$ cat src/rtl/display_scan_ctrl.sv
// Multiplexed hex-digit scanner: per digit BLANK -> FETCH (segment ROM read) -> SHOW, with a
// double-buffered value load that only swaps at frame start. Optional macro: LEADING_ZERO_BLANK_EN.
module display_scan_ctrl #(
    parameter int NDIG      = 2,
    parameter int DW        = 7,
    parameter int SLOT_CYC  = 60000,
    parameter int BLANK_CYC = 1000
) (
    input  logic                 clk,
    input  logic                 reset,
    input  logic [4*NDIG-1:0]    value,
    input  logic                 load_valid,
    output logic                 load_ready,
    output logic [3:0]           rom_addr,
    input  logic [DW-1:0]        rom_data,
    output logic [DW-1:0]        led_port,
    output logic [NDIG-1:0]      dig_en,
    output logic                 frame_done
);

    localparam int CNT_MAX = (SLOT_CYC > BLANK_CYC) ? SLOT_CYC : BLANK_CYC;
    localparam int CW      = $clog2(CNT_MAX + 1);
    localparam int IW      = (NDIG > 1) ? $clog2(NDIG) : 1;

    typedef enum logic [1:0] {
        BLANK = 2'd0,
        FETCH = 2'd1,
        SHOW  = 2'd2
    } state_t;

    state_t              state_reg, state_next;
    logic [CW-1:0]       cnt_reg, cnt_next;
    logic [IW-1:0]       dig_reg, dig_next;
    logic [4*NDIG-1:0]   active_reg;
    logic [4*NDIG-1:0]   pending_reg;
    logic                pend_full_reg;
    logic [DW-1:0]       led_reg;
    logic                frame_done_reg;

    logic                slot_end;
    logic                frame_start;
    logic                load_fire;
    logic [3:0]          nib [NDIG];
    logic [NDIG-1:0]     lit_mask;

    // Per-digit nibble view of the active value and the "digit may light" mask.
    for (genvar gi = 0; gi < NDIG; gi++) begin : g_dig
        assign nib[gi] = active_reg[4*gi +: 4];
`ifdef LEADING_ZERO_BLANK_EN
        if (gi == 0) begin : g_lsd
            assign lit_mask[gi] = 1'b1;
        end else begin : g_upper
            assign lit_mask[gi] = |active_reg[4*NDIG-1:4*gi];
        end
`else
        assign lit_mask[gi] = 1'b1;
`endif
    end

    // Active only changes at frame start, so the address is stable from the first BLANK cycle.
    assign rom_addr   = nib[dig_reg];
    assign load_ready = ~pend_full_reg;
    assign load_fire  = load_valid & load_ready;
    assign led_port   = led_reg;
    assign frame_done = frame_done_reg;

    always_comb begin
        state_next = state_reg;
        cnt_next   = cnt_reg;
        dig_next   = dig_reg;
        slot_end   = 1'b0;
        dig_en     = '0;
        case (state_reg)
            BLANK: begin
                if (cnt_reg == CW'(BLANK_CYC - 1)) begin
                    state_next = FETCH;
                    cnt_next   = '0;
                end else begin
                    cnt_next = cnt_reg + 1'b1;
                end
            end
            FETCH: begin
                state_next = SHOW;
                cnt_next   = '0;
            end
            SHOW: begin
                for (int i = 0; i < NDIG; i++) begin
                    if (dig_reg == IW'(i)) begin
                        dig_en[i] = lit_mask[i];
                    end
                end
                if (cnt_reg == CW'(SLOT_CYC - 1)) begin
                    state_next = BLANK;
                    cnt_next   = '0;
                    slot_end   = 1'b1;
                    dig_next   = (dig_reg == '0) ? IW'(NDIG - 1) : dig_reg - 1'b1;
                end else begin
                    cnt_next = cnt_reg + 1'b1;
                end
            end
            default: begin
                state_next = BLANK;
                cnt_next   = '0;
            end
        endcase
    end

    // The edge that ends digit 0's SHOW slot is the edge entering BLANK of the leftmost digit.
    assign frame_start = slot_end && (dig_reg == '0);

    always_ff @(posedge clk or posedge reset) begin
        if (reset) begin
            state_reg      <= BLANK;
            cnt_reg        <= '0;
            dig_reg        <= IW'(NDIG - 1);
            frame_done_reg <= 1'b0;
        end else begin
            state_reg      <= state_next;
            cnt_reg        <= cnt_next;
            dig_reg        <= dig_next;
            frame_done_reg <= frame_start;
        end
    end

    always_ff @(posedge clk or posedge reset) begin
        if (reset) begin
            led_reg <= '0;
        end else if (state_reg == FETCH) begin
            led_reg <= rom_data;
        end else if (slot_end) begin
            led_reg <= '0;
        end
    end

    // A load and a frame-start swap never coincide: a load needs pending empty, a swap needs it full.
    always_ff @(posedge clk or posedge reset) begin
        if (reset) begin
            active_reg    <= '0;
            pending_reg   <= '0;
            pend_full_reg <= 1'b0;
        end else if (load_fire) begin
            pending_reg   <= value;
            pend_full_reg <= 1'b1;
        end else if (frame_start && pend_full_reg) begin
            active_reg    <= pending_reg;
            pend_full_reg <= 1'b0;
        end
    end

endmodule

$ cat config.mk
export PLATFORM = sky130hd
export DESIGN_NAME = display_scan_ctrl
export DESIGN_NICKNAME = d
export VERILOG_FILES = /design/src/rtl/display_scan_ctrl.sv
export SDC_FILE = /design/constraint.sdc
export NUM_CORES = 1
export LEC_CHECK = 0
export ABC_AREA = 1
export CORE_MARGIN = 5
export CORE_UTILIZATION = 56
export CTS_BUF_LIST = sky130_fd_sc_hd__clkbuf_4 sky130_fd_sc_hd__clkbuf_8
export CTS_CLUSTER_DIAMETER = 80
export CTS_CLUSTER_SIZE = 12
export DETAILED_ROUTE_END_ITERATION = 10
export PLACE_DENSITY_LB_ADDON = 0.05
export SYNTH_ARGS = -nofsm -noshare
export SYNTH_HDL_FRONTEND = slang
export SYNTH_SLANG_ARGS = --single-unit
$ cat constraint.sdc
create_clock -name clk -period 1.7 [get_ports clk]
set_input_delay 0.34 -clock clk [delete_from_list [all_inputs] [get_ports clk]]
set_output_delay 0.34 -clock clk [all_outputs]
set_load 0.01 [all_outputs]
==> results.txt, run 1 <==
The peak ir drop on the vdd network came out at 0.5197 mV. The via-per-instance ratio came out at 4.992. The number of antenna diodes in the final layout is 0.

The via count of the first global-routing pass is 1788. The path class of the tightest hold or removal check is in2async. The number of clock buffers inserted by TritonCTS is 5.

The area after detailed placement came out at 2572 µm². Clock tree synthesis selected as its root buffer the cell clkbuf_8. For the finished layout, the period the worst path requires is 1.617 ns. In the synthesized netlist, the number of instances is 270. The flow ran to the end, and the final reports show no timing, DRC or antenna violations. The detailed-route wire length came out at 4716 µm. The height of the chip came out at 72.30 µm. The proportion of power drawn by flip-flops and latches came out at 53.8%. In this run the power spent charging and discharging nets is 0.3996 mW. The pin count of the biggest net entering global routing is 45. The last weighted congestion value of the routability-driven placer is 0.8569. The layout net count is 331. The final hold violation count came out at 0. The worst setup path is launched from a flip-flop. In the final timing run, aggregate negative setup slack is 0 ns. TritonCTS built the clock tree. The global-route wire length before repair came out at 8155 µm. In this run switching power makes up 20.06% of total power. The post-synthesis sequential element count is 44. The number of design rule violations left after detail routing is 0. The number of buffers inserted by port buffering is 32. The H-tree depth is 2. The final cycle utilization of the critical path came out at 95.11%. The critical path in this run is classified as reg2out. The startpoint identified for the worst register-to-register timing path is cnt_reg[0]. The power after layout came out at 1.992 mW. The latest clock arrival within the worst-skew pair is 0.30 ns. The maximum achievable frequency is 0.6185 GHz. The worst setup skew after layout came out at 0.006727 ns.

In this run the power density over the cells is 735.1 nW/µm². The half-perimeter wire length of the detailed placement result came out at 3346 µm. The data arrival at the endpoint of the critical path came out at 1.28 ns. The worst setup slack for register-to-register paths is 0.17 ns. The endpoint of the most critical register-to-register path is active_reg[5]. The logic gate share of total power is 4.0%. The flip-flop count of the largest register, all copies and words added is 16.

The initial utilization of the core area, before any placement, comes to 58.48%. The worst setup path is captured at an output port. Setup repair after global routing left no endpoint under its margin. The detailed-router iteration count before antenna repair is 4. The measured slew at the worst slew-check pin is 0.3405 ns. The final number of setup-violating endpoints came out at 0. The width of the die is 72.30 µm. The final core area utilization came out at 72.93%. The average wire per standard cell is 13.06 µm. For this block, the initial DRC count from the detailed router was 116. The internal portion of total power is 1.593 mW. At the worst endpoint, the required time is 1.36 ns. In the layout the commonest cells are 92 x nand2_1, 43 x nor2_1, 43 x dfrtp_1, 25 x clkdlybuf4s50_1, 20 x inv_1. The boundary pin count is 33. The top cell type's share of synthesized area is 49.51%. The clock network fraction of total power is 42.2%.

The post-synthesis cell type with the largest combined area is dfrtp_1. The remaining global-route overflow is 0. Leaving out fill and tap cells, the most frequent cell in the layout is nand2_1. The final number of max-transition violations is 0. Summed over all cells, the static leakage comes to 1.363 nW. The floorplan core area is 3716 µm². Counting the fill cells in the layout gives 316.

The netlist uses 25 different library cells. The tree built by TritonCTS fans out to 44 sinks. Global routing used 20.39% of the available tracks across all layers. The maximum clock insertion buffer count came out at 2. The post-synthesis instance area came out at 2173 µm².

The placement row count came out at 22. The die area is 5227 µm². Relative to the synthesized area, the layout overhead comes to 24.70%.

The total of hold buffers inserted after clock tree synthesis came out at 0. The sequential area share after synthesis came out at 50.72%. By area the synthesized netlist is led by dfrtp_1 50%, nand2_1 16%, nor2_1 7.6%. The average cell area after synthesis came out at 8.049 µm². The fraction of layout instances using a drive strength above 1 is 15.34%. In this run the remaining antenna-violating nets after routing total 0. After clock tree synthesis, the clock-pin slew on the worst setup and hold paths is 0.08 ns. The largest fanout on the critical path came out at 5. The number of cells on the worst reg-to-reg path is 8. The routed layout has 1802 vias. The max-cap check violation count came out at 0. The initial antenna violation count came out at 0. The count of synthesis-stage warnings from yosys came out at 0. Counting every net in the synthesized netlist gives 289. After routing the design area is 2710 µm². The normalized max-slew margin is 77.25%.
logic make-up (layout without fill, tap and decap cells):
logic type / Yosys count / in the layout / synth area share [%]
buffers and inverters: 35 / 78 / 6.793
AOI/OAI and AO/OA: 3 / 3 / 0.7486
muxes: 8 / 8 / 4.145
and+or+nand+nor: 171 / 171 / 33.79
DFF: 44 / 44 / 50.72
adders and majority gates: 1 / 1 / 0.5756
xor gates and xnor gates: 8 / 8 / 3.224
what timing repair did:
item | in CTS | in global routing
pin swaps | 0 | 0
gates resized for setup | 14 | 14
endpoints found under the hold margin | 0 | 0
setup endpoints to repair | 6 | 20
buffers inserted | 3 | 0
layout make-up:
| cell class | instances | area [µm²] | area share [%] |
|---|---|---|---|
| clock inverter | 2 | 38.79 | 1.431 |
| timing repair buffer | 39 | 376.6 | 13.90 |
| sequential | 44 | 1102 | 40.67 |
| inverter | 31 | 118.9 | 4.386 |
| multi-input combinational | 191 | 930.9 | 34.35 |
| tap | 48 | 60.06 | 2.216 |
| clock buffer | 6 | 82.58 | 3.047 |
power by group through the flow:
stage	Combinational (mW)	Clock [mW]	Sequential, mW
after floorplan	0.0295	0	1.09
after global placement	0.0800	0	1.09
after detailed placement	0.0815	0	1.09
after CTS	0.0815	0.871	1.07
after global routing	0.0886	0.907	1.07
final	0.0795	0.841	1.07
critical path, cell delays in order (launching register included):
cell and delay [ns]:
dfstp_2 0.58, inv_2 0.07, nand2_1 0.06, nand2_1 0.05
clkdlybuf4s15_1 0.22
cells in the mapped netlist:
master and count:
a31oi_1 1, and2_1 1, buf_2 1, buf_6 2, clkbuf_1 1, clkinv_1 1
dfrtp_1 43, dfstp_2 1, ha_1 1, inv_1 22, inv_2 8, mux2_2 8
nand2_1 92, nand2_2 3, nand3_1 13, nand3_2 3, nand3b_1 1, nand4_1 11
nor2_1 44, nor2_2 1, nor2_4 1, nor3_2 1, o21ai_1 2, xnor2_1 1
xor2_1 7
how the worst max path moves through the flow:
stage,from,end,slack (ns),depth (start not counted)
after floorplan,reset,active_reg[0],0.33,1
after global placement,dig_reg,dig_en[1],0.07,3
after detailed placement,dig_reg,dig_en[1],0.05,3
after CTS,dig_reg,dig_en[0],0.008,5
after global routing,cnt_reg[0],active_reg[5],0.03,8
final,dig_reg,rom_addr[3],0.08,4
per-layer routing:
metal  vias to the layer above  global-route usage (%)  share of wire [%]
met4                         0                   7.724                2.0
met1                       832                   26.40                 47
met3                         9                   5.125                4.5
met5                         -                       0                  0
met2                        39                   32.96                 47
li1                        922                       -                  -
per-stage QoR:
step / setup WS (ns) / cells / hold WS (ns)
after global routing: 0.02657 / 361 / 0.3855
after detailed placement: 0.04620 / 351 / 0.4619
after CTS: 0.007573 / 362 / 0.3684
after floorplan: 0.3306 / 270 / 0.4417
final: 0.08311 / 361 / 0.3641
after global placement: 0.06888 / 351 / 0.4559
Note: power is estimated with default switching activity, not from simulation.
==> run 2, diff against run 1 <==
--- a/config.mk
+++ b/config.mk
@@ -7,8 +7,7 @@
 export LEC_CHECK = 0
 export ABC_AREA = 1
 export CORE_MARGIN = 5
-export CORE_UTILIZATION = 56
-export CTS_BUF_LIST = sky130_fd_sc_hd__clkbuf_4 sky130_fd_sc_hd__clkbuf_8
+export CORE_UTILIZATION = 53
 export CTS_CLUSTER_DIAMETER = 80
 export CTS_CLUSTER_SIZE = 12
 export DETAILED_ROUTE_END_ITERATION = 10
==> results.txt, run 2 (synthesis gave the netlist of run 1 again) <==
The final number of max-transition violations came out at 0. The final layout contains 331 nets. For this design the top-level I/O count stands at 33. The number of buffers inserted by port buffering came out at 32. The average wire per standard cell is 12.35 µm.

The data arrival at the endpoint of the critical path is 1.30 ns. The initial antenna violation count is 0. The number of design rule violations left after detail routing came out at 0. The pin count of the biggest net entering global routing came out at 45. The normalized max-slew margin is 79.17%.

In this design, the stage delay of the slowest critical-path cell is 0.53 ns. The library cells used most frequently in the layout, excluding fill and tap cells, are 92 x nand2_1, 43 x nor2_1, 43 x dfrtp_1, 26 x clkdlybuf4s50_1, 20 x inv_1. The layout has 347 filler cells. The maximum clock insertion buffer count came out at 2. For this design, the sink count on the clock tree is 44. Clock skew on the completed layout was measured at 0.008062 ns. The via-per-instance ratio is 4.893. The total inserted antenna cells came out at 0. The slowest stage of the critical path belongs to the cell clkdlybuf4s50_1. The worst setup slack after layout is 0.06336 ns.

The maximum achievable frequency is 0.6110 GHz. For this run, the detailed router's first-pass iteration total came to 4. The placement row count came out at 23. The die covers 5481 µm².

The worst hold path belongs to the class in2async. The setup TNS after final layout is 0 ns. The final core area utilization is 66.97%.

The total power density per cell area came out at 683.6 nW/µm². The cell at the root of the clock tree is clkbuf_8. Setup repair after global routing left no endpoint under its margin. The floorplan step set the die height to 74.04 µm. Of all nets on the critical path, the largest fanout is 2. The number of clock buffers added by TritonCTS is 5. The worst setup path is of the reg2out kind. The die is 74.04 µm wide. The remaining global-route overflow came out at 0. The flip-flop count of the largest register, all copies and words added is 16.

The max-cap check violation count came out at 0. The number of DRC violations after detailed-routing iteration 0 is 128. The congestion estimate from routability-driven global placement came to 0.8788. For the pin with the worst max-slew slack, the measured transition is 0.3117 ns.

The required time reported for the critical path endpoint is 1.36 ns. The peak ir drop on the vdd network came out at 0.4378 mV. Wires add up to 4482 µm.

STA classifies the critical path endpoint as an output port. The most common cell after layout, fill and taps aside is nand2_1. The first global-routing pass estimated 7665 µm of wire. The run finished with clean final reports.

The static leakage power is 1.330 nW. Global routing used 18.26% of the available tracks across all layers. The half-perimeter wire length of the detailed placement result came out at 3306 µm.

The worst path in the final design needs a cycle of 1.637 ns, including I/O delays and setup. The power after layout is 1.831 mW. Timing analysis after detailed placement gives a worst setup slack of 0.05780 ns. The H-tree depth came out at 2. The clock-pin slew on the worst setup and hold paths is 0.09 ns. In this run the standard cell core region covers 4000 µm². The fraction of layout instances using a drive strength above 1 is 14.70%. The final number of setup-violating endpoints came out at 0. TritonCTS built the clock tree. The initial core utilization came out at 54.33%. The final route contains 1776 vias. STA classifies the critical path startpoint as a flip-flop. The via count of the first global-routing pass is 1692. The sum of buffers and inverters on the critical path came out at 2. The layout-stage area growth over the synthesis result came out at 23.26%.

The worst register-to-register path has a setup slack of 0.20 ns. The final hold violation count came out at 0. In this run the remaining antenna-violating nets after routing total 0. The latest clock arrival within the worst-skew pair came out at 0.30 ns. The kind of cell with the highest combined delay along the critical path is buffers and inverters.

The signal on the critical path passes through inv_1, clkdlybuf4s50_1. The worst path uses 96.27% of the clock period.
==> run 2: path summary, 6_finish.rpt <==
| kind | end | cells after the start | from |
|---|---|---|---|
| worst min register to register | cnt_reg[4] | 1 | state_reg[0] |
| worst min-delay path | pending_reg[4] | 3 | reset |
| worst max-delay path | load_ready | 2 | pend_full_reg |
| min in group clk | cnt_reg[4] | 1 | state_reg[0] |
| worst max register to register | cnt_reg[12] | 8 | cnt_reg[0] |
| max in group asynchronous | dig_reg | 3 | reset |
==> run 2: worst reg2reg max path, cell delays in order, from the launching register on <==
cell      delay [ns]
dfrtp_1         0.39
ha_2            0.24
nand3_2         0.13
nor2_1          0.12
nand2_1         0.06
nand2_1         0.10
nand2_2         0.10
clkinv_2        0.18
nor2_1          0.07
==> run 2: through the flow <==
stage | cells | hold slack [ns] | cell area, µm²
2_1_floorplan | 270 | 0.4417 | 2173
3_3_place_gp | 353 | 0.4581 | 2575
3_5_place_dp | 353 | 0.4643 | 2575
4_1_cts | 363 | 0.3762 | 2680
5_1_grt | 363 | 0.3910 | 2679
6_report | 363 | 0.3699 | 2679
==> run 2: timing repair <==
action                     CTS  global route
setup buffers                2             0
cloned                       0             0
setup endpoints to repair    6            20
hold buffers                 0             0
gates resized for setup      9            10
==> run 2: area by class of cell <==
class	instances	area, µm²	share of cell area (%)
repair buffers	39	375.4	14.01
clock inverters	2	10.01	0.3737
well taps	50	62.56	2.335
multi-input cells	191	928.4	34.66
clock buffers	6	82.58	3.083
inverters	31	117.6	4.390
flip-flops and latches	44	1102	41.15
==> run 2: layer usage <==
metal / routed length [µm] / up-vias / track usage [%] / part of all wire (%)
li1: - / 918 / - / -
met1: 2069 / 817 / 25.04 / 46
met2: 2135 / 34 / 28.44 / 48
met3: 213 / 7 / 4.189 / 4.8
met4: 63 / 0 / 6.640 / 1.4
met5: 0 / - / 0 / 0
==> run 2: power by group <==
group	leakage (nW)	internal, mW	switching (mW)
clock network	0.0510	0.325	0.356
logic	0.731	0.0502	0.0295
registers	0.548	1.06	0.00935
total	1.33	1.44	0.394
==> run 3, diff against run 2 <==
--- a/config.mk
+++ b/config.mk
@@ -11,7 +11,9 @@
 export CTS_CLUSTER_DIAMETER = 80
 export CTS_CLUSTER_SIZE = 12
 export DETAILED_ROUTE_END_ITERATION = 10
+export GPL_TIMING_DRIVEN = 0
 export PLACE_DENSITY_LB_ADDON = 0.05
+export RECOVER_POWER = 50
 export SYNTH_ARGS = -nofsm -noshare
 export SYNTH_HDL_FRONTEND = slang
 export SYNTH_SLANG_ARGS = --single-unit
==> results.txt, run 3 (synthesis gave the netlist of run 1 again) <==
The maximum clock insertion buffer count came out at 2. The floorplan has 23 rows. The via count of the first global-routing pass came out at 1630. The critical path start-end classification is reg2out.

The total of hold buffers inserted after clock tree synthesis is 0. The latest clock arrival within the worst-skew pair is 0.29 ns. The fraction of layout instances using a drive strength above 1 came out at 14.29%.

The average wire per standard cell came out at 11.89 µm. The congestion estimate from routability-driven global placement came to 0.8714. The detailed-router iteration count before antenna repair is 4.

The total power density per cell area is 676.2 nW/µm². Summed over all cells, the static leakage comes to 1.369 nW. The global-route wire length before repair is 7383 µm. The boundary pin count is 33. Setup violations remaining at the end of the flow were counted as 0. The number of clock buffers inserted by TritonCTS is 5. The clock tree from TritonCTS is done.

Once routing completed, OpenROAD measured the worst setup slack at 0.02181 ns. The clock sink count came out at 44. From synthesis to final layout, the design area changed by 24.01%. Across all layers, the routed design uses 1801 vias. The cell seen most often among critical-path stages is nand2_1. The final cycle utilization of the critical path came out at 98.72%.

The global router's overall resource usage is 17.55%. The detailed-route wire length came out at 4341 µm. The final number of max-transition violations is 0. The H-tree depth is 2. The initial antenna violation count is 0. STA classifies the critical path startpoint as a flip-flop. The worst setup skew after layout came out at 0.005111 ns. The tree is rooted in a clkbuf_8.

STA puts the critical path data arrival time at 1.34 ns. The flow ran to the end, and the final reports show no timing, DRC or antenna violations. The area after detailed placement came out at 2576 µm².

The measured slew at the worst slew-check pin came out at 0.7036 ns. The worst path in the final design needs a cycle of 1.678 ns, including I/O delays and setup. The die area is 5481 µm². The tightest min-delay check is of the reg2reg type. The top cell types in the final layout, fill and taps aside, are 91 x nand2_1, 43 x nor2_1, 43 x dfrtp_1, 24 x clkdlybuf4s50_1, 22 x inv_1. Entering global routing, the biggest net connects 27 pins.

Measured along the x axis, the die boundary spans 74.04 µm. The number of DRC violations after detailed-routing iteration 0 is 98. STA classifies the critical path endpoint as an output port.

The number of design rule violations left after detail routing is 0. For this configuration, the core starts out at a cell density of 54.33%. The area of all placed cells without fillers is 2695 µm². The number of buffers inserted by port buffering came out at 32.

In this design, the stage delay of the slowest critical-path cell is 0.57 ns. The post-route worst hold slack came out at 0.4777 ns. The final hold violation count is 0.

The height of the chip is 74.04 µm. Setup repair after global routing could not meet its margin everywhere. The clock-pin slew on the worst setup and hold paths is 0.08 ns. The critical path goes through inv_1, nand2_1, nand2_1, dlygate4sd2_1.

The slowest stage of the critical path is the dfstp_2 cell. The count of nets left with antenna violations once routing finished came out at 0. The via-per-instance ratio is 4.934. The peak ir drop on the vdd network is 0.6831 mV.

The floorplan core area is 4000 µm². The max-cap check violation count came out at 0. After the last flow step, the layout net total stands at 333. Of all nets on the critical path, the largest fanout is 5. The power after layout came out at 1.822 mW. The half-perimeter wire length of the detailed placement result is 3232 µm.

The worst slack after detailed placement came out at -0.1803 ns. The required time reported for the critical path endpoint is 1.36 ns. Measured against its own limit, the worst slew margin works out to 53.04%.

For this run the aggregate overflow at the end of global routing stands at 0. The flip-flop count of the largest register, all copies and words added came out at 16. Leaving out fill and tap cells, the most frequent cell in the layout is nand2_1. In the final timing run, aggregate negative setup slack is 0 ns. The total inserted antenna cells is 0. Static timing analysis puts the maximum clock frequency at 0.5959 GHz.
==> run 3: changes by cell type in the layout (fill, tap and decap cells not counted), moves of 2 or more <==
cell	before	now
dlygate4sd2_1	0	4
buf_6	0	4
buf_4	6	3
clkdlybuf4s15_1	4	0
clkinv_2	3	0
clkbuf_1	0	2
inv_1	20	22
clkdlybuf4s50_1	26	24
==> run 3: final timing paths <==
kind	from	end	slack (ns)	depth (start not counted)
worst max-delay path	dig_reg	rom_addr[0]	0.02	4
worst min-delay path	state_reg[0]	cnt_reg[4]	0.48	1
worst max register to register	cnt_reg[0]	cnt_reg[9]	0.06	9
worst min register to register	state_reg[0]	cnt_reg[4]	0.48	1
max in group asynchronous	reset	dig_reg	0.19	3
min in group asynchronous	reset	led_port[5]	0.59	2
==> run 3: critical path, delay by kind of cell (launching register included) <==
kind | cells | cell delay [ns]
buf+inv | 2 | 0.38
flops | 1 | 0.57
simple gates | 2 | 0.11
==> run 3: layer usage <==
metal / up-vias / wire [µm] / global-route usage (%)
li1: 928 / - / -
met1: 835 / 2054 / 23.93
met2: 34 / 2041 / 27.17
met3: 4 / 199 / 5.000
met4: 0 / 46 / 5.634
met5: - / 0 / 0
==> run 3: power breakdown <==
part           total (mW)  switching [mW]  internal (mW)
registers            1.07         0.00903           1.06
clock network       0.677           0.347          0.330
logic              0.0737          0.0276         0.0461
==> run 3: timing repair <==
action                     CTS  global route
setup buffers                4             0
setup endpoints to repair    6            17
pin swaps                    1             1
resized for setup           13             7
==> run 3: layout make-up <==
cell class / instances / area [µm²]
Clock inverter: 1 / 7.507
Tap cell: 50 / 62.56
Inverter: 31 / 116.4
Buffer: 4 / 37.54
Clock buffer: 7 / 86.33
Sequential cell: 44 / 1102
Timing Repair Buffer: 37 / 349.1
Fill cell: 335 / 1305
Multi-Input combinational cell: 191 / 933.4
==> run 3: through the flow <==
stage          utilization [%]  std cells
2_1_floorplan                -        270
3_3_place_gp             63.90        352
3_5_place_dp             64.40        353
4_1_cts                  67.69        365
5_1_grt                  67.38        365
6_report                 67.38        365
